`src/rtl/mips_rtype_mc.sv`:
```
`default_nettype none
// +--------------------------------------------------------------------------+
// | mips_rtype_mc : multi-cycle R-type core with internal preloadable regfile |
// | Optional feature macro: MIPS_OVF_TRAP_EN (signed add/sub overflow trap)   |
// | Revision: 1.0                                                             |
// +--------------------------------------------------------------------------+
module mips_rtype_mc #(
  parameter int DATA_W  = 32,
  parameter int REG_CNT = 32
) (
  input  logic              clk,
  input  logic              reset,
  input  logic [31:0]       instr,
  input  logic              instr_valid,
  output logic              instr_ready,
  input  logic              ld_en,
  input  logic [4:0]        ld_addr,
  input  logic [DATA_W-1:0] ld_data,
  output logic              done,
  output logic [DATA_W-1:0] result,
  output logic              illegal,
  output logic              ovf
);

  localparam int AW = (REG_CNT > 1) ? $clog2(REG_CNT) : 1;
  localparam int SW = $clog2(DATA_W);
  localparam logic [6:0] C_DW = 7'(DATA_W);

  localparam logic [1:0] S_IDLE = 2'd0;
  localparam logic [1:0] S_DEC  = 2'd1;
  localparam logic [1:0] S_EXE  = 2'd2;
  localparam logic [1:0] S_WB   = 2'd3;

  localparam logic [5:0] F_SLL  = 6'b000000;
  localparam logic [5:0] F_SRL  = 6'b000010;
  localparam logic [5:0] F_SRA  = 6'b000011;
  localparam logic [5:0] F_SLLV = 6'b000100;
  localparam logic [5:0] F_SRLV = 6'b000110;
  localparam logic [5:0] F_SRAV = 6'b000111;
  localparam logic [5:0] F_ADD  = 6'b100000;
  localparam logic [5:0] F_ADDU = 6'b100001;
  localparam logic [5:0] F_SUB  = 6'b100010;
  localparam logic [5:0] F_SUBU = 6'b100011;
  localparam logic [5:0] F_AND  = 6'b100100;
  localparam logic [5:0] F_OR   = 6'b100101;
  localparam logic [5:0] F_XOR  = 6'b100110;
  localparam logic [5:0] F_NOR  = 6'b100111;
  localparam logic [5:0] F_SLT  = 6'b101010;
  localparam logic [5:0] F_SLTU = 6'b101011;

  logic [1:0]        state_q, state_d;
  logic [31:0]       instr_q, instr_d;
  logic [DATA_W-1:0] rs_val_q, rs_val_d;
  logic [DATA_W-1:0] rt_val_q, rt_val_d;
  logic [DATA_W-1:0] exe_res_q, exe_res_d;
  logic              exe_ill_q, exe_ill_d;
  logic              exe_ovf_q, exe_ovf_d;
  logic              done_q, done_d;
  logic [DATA_W-1:0] result_q, result_d;
  logic              illegal_q, illegal_d;
  logic              ovf_q, ovf_d;
  logic [DATA_W-1:0] rf_q [REG_CNT];
  logic [DATA_W-1:0] rf_d [REG_CNT];

  logic [AW-1:0]     rs_idx, rt_idx, rd_idx, ld_idx;
  logic [4:0]        shamt;
  logic [5:0]        funct;
  logic [SW-1:0]     vamt;
  logic              shamt_big;
  logic              wb_en;
  logic [DATA_W-1:0] alu_res;
  logic              alu_ill;
  logic              alu_ovf;
  logic [DATA_W-1:0] sum, diff;

  assign rs_idx    = instr_q[21 +: AW];
  assign rt_idx    = instr_q[16 +: AW];
  assign rd_idx    = instr_q[11 +: AW];
  assign ld_idx    = ld_addr[AW-1:0];
  assign shamt     = instr_q[10:6];
  assign funct     = instr_q[5:0];
  assign vamt      = rs_val_q[SW-1:0];
  assign shamt_big = ({2'b00, shamt} >= C_DW);
  assign sum       = rs_val_q + rt_val_q;
  assign diff      = rs_val_q - rt_val_q;
  assign wb_en     = !exe_ill_q && !exe_ovf_q && (rd_idx != '0);

  // State register
  always_ff @(posedge clk or posedge reset) begin
    if (reset) state_q <= S_IDLE;
    else       state_q <= state_d;
  end

  // Next-state logic
  always_comb begin
    state_d = state_q;
    case (state_q)
      S_IDLE:  if (instr_valid) state_d = S_DEC;
      S_DEC:   state_d = S_EXE;
      S_EXE:   state_d = S_WB;
      S_WB:    state_d = S_IDLE;
      default: state_d = S_IDLE;
    endcase
  end

  // Output logic
  always_comb begin
    instr_ready = (state_q == S_IDLE);
    done        = done_q;
    result      = result_q;
    illegal     = illegal_q;
    ovf         = ovf_q;
  end

  // Execute: shifts take rt as the operand, variable shifts use rs as amount
  always_comb begin
    alu_res = '0;
    alu_ill = 1'b0;
    alu_ovf = 1'b0;
    if (instr_q[31:26] != 6'b000000) begin
      alu_ill = 1'b1;
    end else begin
      case (funct)
        F_ADD: begin
          alu_res = sum;
`ifdef MIPS_OVF_TRAP_EN
          alu_ovf = (rs_val_q[DATA_W-1] == rt_val_q[DATA_W-1]) &&
                    (sum[DATA_W-1] != rs_val_q[DATA_W-1]);
`endif
        end
        F_SUB: begin
          alu_res = diff;
`ifdef MIPS_OVF_TRAP_EN
          alu_ovf = (rs_val_q[DATA_W-1] != rt_val_q[DATA_W-1]) &&
                    (diff[DATA_W-1] != rs_val_q[DATA_W-1]);
`endif
        end
        F_ADDU: alu_res = sum;
        F_SUBU: alu_res = diff;
        F_AND:  alu_res = rs_val_q & rt_val_q;
        F_OR:   alu_res = rs_val_q | rt_val_q;
        F_XOR:  alu_res = rs_val_q ^ rt_val_q;
        F_NOR:  alu_res = ~(rs_val_q | rt_val_q);
        F_SLT:  alu_res[0] = ($signed(rs_val_q) < $signed(rt_val_q));
        F_SLTU: alu_res[0] = (rs_val_q < rt_val_q);
        F_SLL:  alu_res = shamt_big ? '0 : (rt_val_q << shamt);
        F_SRL:  alu_res = shamt_big ? '0 : (rt_val_q >> shamt);
        F_SRA:  alu_res = shamt_big ? {DATA_W{rt_val_q[DATA_W-1]}}
                                    : DATA_W'($signed(rt_val_q) >>> shamt);
        F_SLLV: alu_res = rt_val_q << vamt;
        F_SRLV: alu_res = rt_val_q >> vamt;
        F_SRAV: alu_res = DATA_W'($signed(rt_val_q) >>> vamt);
        default: alu_ill = 1'b1;
      endcase
    end
  end

  // Pipeline latches and registered outputs
  always_comb begin
    instr_d   = instr_q;
    rs_val_d  = rs_val_q;
    rt_val_d  = rt_val_q;
    exe_res_d = exe_res_q;
    exe_ill_d = exe_ill_q;
    exe_ovf_d = exe_ovf_q;
    done_d    = 1'b0;
    result_d  = result_q;
    illegal_d = illegal_q;
    ovf_d     = ovf_q;
    case (state_q)
      S_IDLE: if (instr_valid) instr_d = instr;
      S_DEC: begin
        rs_val_d = rf_q[rs_idx];
        rt_val_d = rf_q[rt_idx];
      end
      S_EXE: begin
        exe_res_d = alu_res;
        exe_ill_d = alu_ill;
        exe_ovf_d = alu_ovf;
      end
      S_WB: begin
        done_d    = 1'b1;
        result_d  = exe_res_q;
        illegal_d = exe_ill_q;
        ovf_d     = exe_ovf_q;
      end
      default: ;
    endcase
  end

  // Register file: preload only in IDLE, index 0 pinned to zero
  always_comb begin
    for (int i = 0; i < REG_CNT; i++) rf_d[i] = rf_q[i];
    if (state_q == S_IDLE && ld_en) rf_d[ld_idx] = ld_data;
    if (state_q == S_WB && wb_en)   rf_d[rd_idx] = exe_res_q;
    rf_d[0] = '0;
  end

  always_ff @(posedge clk or posedge reset) begin
    if (reset) begin
      instr_q   <= '0;
      rs_val_q  <= '0;
      rt_val_q  <= '0;
      exe_res_q <= '0;
      exe_ill_q <= 1'b0;
      exe_ovf_q <= 1'b0;
      done_q    <= 1'b0;
      result_q  <= '0;
      illegal_q <= 1'b0;
      ovf_q     <= 1'b0;
      for (int i = 0; i < REG_CNT; i++) rf_q[i] <= '0;
    end else begin
      instr_q   <= instr_d;
      rs_val_q  <= rs_val_d;
      rt_val_q  <= rt_val_d;
      exe_res_q <= exe_res_d;
      exe_ill_q <= exe_ill_d;
      exe_ovf_q <= exe_ovf_d;
      done_q    <= done_d;
      result_q  <= result_d;
      illegal_q <= illegal_d;
      ovf_q     <= ovf_d;
      for (int i = 0; i < REG_CNT; i++) rf_q[i] <= rf_d[i];
    end
  end

endmodule
`default_nettype wire

```
`config.mk`:
```
export PLATFORM = sky130hd
export DESIGN_NAME = mips_rtype_mc
export DESIGN_NICKNAME = d
export VERILOG_FILES = /design/src/rtl/mips_rtype_mc.sv
export SDC_FILE = /design/constraint.sdc
export NUM_CORES = 2
export LEC_CHECK = 0
export ABC_CLOCK_PERIOD_IN_PS = 102400
export BUFFER_PORTS_ARGS = -buffer_cell sky130_fd_sc_hd__clkbuf_2
export CAP_MARGIN = 40
export CORE_MARGIN = 2
export CORE_UTILIZATION = 60
export DETAILED_ROUTE_END_ITERATION = 10
export HOLD_SLACK_MARGIN = 0.03
export MAX_ROUTING_LAYER = met4
export PLACE_DENSITY = 0.73
export SETUP_SLACK_MARGIN = 0.05
export SYNTH_ARGS = -nofsm -noshare
export SYNTH_HDL_FRONTEND = slang
export SYNTH_SLANG_ARGS = --single-unit
```
`constraint.sdc`:
```
create_clock -name clk -period 102.4 [get_ports clk]
set_input_delay 10.24 -clock clk [delete_from_list [all_inputs] [get_ports clk]]
set_output_delay 10.24 -clock clk [all_outputs]
set_load 0.05 [all_outputs]
```
=== Word level (Yosys, flattened, before mapping) ===
Index checks and enable logic that the tools add are counted.

* Add/sub/neg operators: 2
* Order comparisons: 8
* Equality and inequality tests: 19
* Shift-type cells: 6
* Multiplexer cells: 22
* Bitwise operators: 8
* Reductions and logical operators: 14

{| class="wikitable"
|+ Operator list
! operator !! number
|-
| bitwise mux 1024 bit || 2
|-
| 2-to-1 mux 1024 bit || 1
|-
| 2-to-1 mux 992 bit || 1
|-
| case mux 31 bit (12 select lines) || 1
|-
| binary-select mux 32 bit (select 5 bit) || 2
|-
| demux 32 bit (select 5 bit) || 2
|-
| 2-to-1 mux 32 bit || 7
|-
| < comparator 32 bit || 2
|-
| << shifter 32 x 5 -> 32 bit || 2
|-
| >> shifter 32 x 5 -> 32 bit || 2
|-
| >>> shifter 32 x 5 -> 32 bit || 2
|-
| equality test 6 bit, second input constant || 10
|-
| adder 32 bit || 1
|-
| AND 32 bit || 1
|-
| inverter 32 bit || 1
|-
| OR 32 bit || 1
|-
| subtractor 32 bit || 1
|-
| bitwise XOR 32 bit || 1
|-
| greater-or-equal comparator 6 bit, second input constant || 4
|-
| inverter 5 -> 6 bit || 4
|-
| equality test 6 x 3 -> 1 bit, second input constant || 3
|-
| OR reduction 16 bit || 1
|-
| case mux 1 bit (14 select lines) || 1
|-
| equality test 6 x 2 -> 1 bit, second input constant || 2
|-
| other kinds (15) || 24
|}

* Register bits after elaboration: 1157
* Bits of input ports: 73
* Output and inout bits: 36
* Word-level logic and storage cells: 119

=== Depth between registers and ports, before layout ===
* Depth after elaboration: 9
* Mapped depth: 16

=== Worst setup path before layout ===
OpenSTA, ideal clock, no wires.

* Kind: input -> register
* From: input ld_addr[2]
* To: register rf_q[130] (netlist name)
* Setup time: 137 ps
* Data arrival time: 11658 ps
* Path slack: 90605 ps
* Stages on the path: 6
* Path through: clkbuf_1 -> nand3b_1 -> nor2_1 -> clkbuf_1 -> mux2i_1 -> a21oi_1

{| class="wikitable"
|+ RTL lines
! what !! line !! text
|-
| start, declared || 17 || <nowiki>input logic [4:0] ld_addr,</nowiki>
|-
| end, declared || 62 || <nowiki>logic [DATA_W-1:0] rf_q [REG_CNT];</nowiki>
|}

==> flow_summary.yaml <==
routing:
  drt-initial-drc-count: 11200
  drtPass1Iterations: 7
  vias: 70200
  wl_mm: 337
  wl_met2_mm: 146
  ant_nets: 0
  drc_errors: 0
  post_drt_wl_per_cell_um: 35.7
  routed_via_density: 7.44
  wl_met1_mm: 121
  route.met3.wl_mm: 44.5
  maxUsedRoutingLayer: "met4"
critical_path:
  path_buf_inv: 9
  path_max_fanout: 78
  critPathLaunchType: "input port"
  worstPathCellList: "clkbuf_2, inv_8, buf_16, buf_4, buf_4, buf_16, buf_4, buf_4, buf_16"
  crit_family: "buffers and inverters"
  cpPeakStageDelay_ns: 0.69
  cp_common_cell: "buf_4"
  cp.required_ns: 103.36
  arrival_ns: 14.03
  end_kind: "asynchronous set/reset pin"
  worst_path_max_delay_cell: "buf_4"
  critical_path_class: "in -> async"
cells_and_area:
  drive_gt1_frac: 0.197
  final_cells: 9436
  area_growth_syn_to_layout_pct: 8.23
  final_util: 0.655
  nNetsFinal: 7729
  final_area_mm2: 0.0877
yosys:
  ys.flop_type: "dfrtp_1"
  synth-edff-count: 0
  synth_nets: 8152
  syn-cell-area_mm2: 0.0810
  avgSynthCellArea_um2: 10.2
  yosys_register_bits: 1157
  synth_warnings: 0
  netlist-cell-type-count: 114
  postSynthCellCount: 7970
  synth-seq-area-share: 0.357
  async_flop_share: 1.00
sta:
  min_period_ns: 13.07
  worst_pin_slew_ns: 1.05
  slew_headroom: 0.290
  timing.final.crit_share: 0.128
  whs_ns: 0.500
  maxSlewViolCount: 0
  rsz0062_at_grt: "false"
  fmax_mhz: 76.5
  fin_worst_skew_ns: 0.0455
  final-hold-violation-count: 0
  tns_ns: 0
  finalSetupViolCount: 0
clock_network:
  cts_root_buf: "clkbuf_16"
  htree_levels: 4
  cts_resized: 0
  hold_buffers: 0
  tritoncts: "built"
  cts_sinks: 1157
  cts_setup_buffers: 0
  cts_buffers: 131
  clk_path_buf_depth: 3
  cts.clk_slew.worst_paths_ns: 0.06
  worstSkewPairLatency_ns: 0.80
placement:
  port_buffers: 107
  hpwlAfterDp_mm: 216
  post_dp_cell_area_mm2: 0.0831
  dp.cells: 9179
  place.gp.congestion: 1.10
floorplan:
  num_rows: 134
  core_area_mm2: 0.134
  start_util: 0.606
  ioPinCount: 109
  dieArea_mm2: 0.138
  die_h_um: 371
  die_w_um: 371
pwr:
  power.leakage_uw: 0.0344
  peakVddDrop_uv: 21.7
  p_per_area_mw_per_mm2: 33.0
global_routing:
  grt_first_pass_wirelength_mm: 481
  grtUsageTotal: 0.501
  first_global_vias: 68400
  overflow: 0
  grt_max_degree: 166
  antenna_found_initial: 20
job:
  drv_cap: 0
min_path:
  hold_class: "reg -> reg"
run_status:
  status: "finished clean"
-- cell type report --
class / instances / area [um2]
clock inverters: 42 / 673
repair buffers: 354 / 3300
fillers: 10300 / 46100
diodes: 23 / 57.6
inverters: 121 / 462
well taps: 1768 / 2210
flip-flops and latches: 1157 / 29000
clock buffers: 189 / 3790
multi-input cells: 5782 / 48200
-- cell families after synthesis --
group / synth area share
compound gates: 0.141
xor+xnor: 0.00238
fa+ha+maj: 0.0170
buf+inv: 0.0534
flops: 0.357
mux: 0.336
other cells: 0.0000463
simple gates: 0.0931
-- metrics by stage --
step	setup WS, ns	power (uW)
6_report	89.33	2900
5_1_grt	88.88	2990
3_5_place_dp	88.43	2340
3_3_place_gp	87.82	2300
2_1_floorplan	59.57	1840
4_1_cts	89.26	2830
-- tightest hold or removal path: stages, from the launching register on --
cell,delay (ns)
dfrtp_1,0.35
nand2_1,0.05
o221ai_1,0.06
-- cell usage in the layout (no fill, tap or decap), types with 81 or more instances in the layout --
cell / synthesis / layout
dfrtp_1: 1157 / 1135
mux2i_1: 1104 / 1104
nor2_1: 809 / 778
a21oi_1: 696 / 696
nand2_1: 704 / 672
o21ai_0: 631 / 631
mux4_2: 631 / 631
buf_4: 18 / 191
mux2_2: 171 / 171
clkbuf_16: 0 / 132
inv_1: 111 / 110
clkbuf_2: 0 / 107
ha_1: 107 / 105
o211ai_1: 104 / 104
nand2b_1: 81 / 81
-- state kept, by name, indices dropped and copies added, names as in the netlist --
signal and flops:
exe_ill_q 1, done 1, exe_res_q 32, rs_val_q 32, rt_val_q 32, result 32, rf_q 992, state_q 2
illegal 1, instr_q 32
-- cells in the mapped netlist (13+ instances only) --
master	count	area, um2
a211oi_1	61	458
a21o_1	13	97.6
a21oi_1	696	3480
a221oi_1	14	123
a22o_1	66	578
a22oi_1	15	113
a31oi_1	31	194
and2_1	17	106
buf_1	113	424
buf_2	124	621
buf_4	18	135
buf_6	16	180
clkbuf_1	627	2350
dfrtp_1	1157	29000
ha_1	107	1340
inv_1	111	417
mux2_2	171	1930
mux2i_1	1104	11100
mux4_2	631	14200
nand2_1	704	2640
nand2b_1	81	507
nand3_1	32	160
nor2_1	809	3040
nor2b_1	18	113
nor3_1	51	255
nor4_1	15	93.8
o211ai_1	104	781
o21a_1	20	150
o21ai_0	631	3160
o21ai_1	63	315
o221ai_1	21	184
o22ai_1	29	181
o31ai_1	17	128
or3_1	18	113
xnor2_1	21	184
-- final timing paths --
check                         startpoint            end  slack, ns  cells after the start
max                                reset      rf_q[179]      89.33                      9
min                        exe_res_q[23]  exe_res_q[23]       0.50                      2
max reg2reg                  instr_q[16]   rt_val_q[13]      97.28                      8
min reg2reg                exe_res_q[23]  exe_res_q[23]       0.50                      2
max in group clk              state_q[1]    instr_ready      89.98                      3
min in group asynchronous          reset      rf_q[891]       9.44                      2
-- report_power, final --
part | internal (uW) | switching, uW
combinational | 668 | 936
clock | 281 | 210
sequential | 616 | 186
-- metal layers --
layer,track usage,vias up
li1,-,28400
met5,-,-
met1,0.625,34900
met4,0.309,0
met3,0.166,1452
met2,0.705,5491
(Power assumes the default switching activity.)
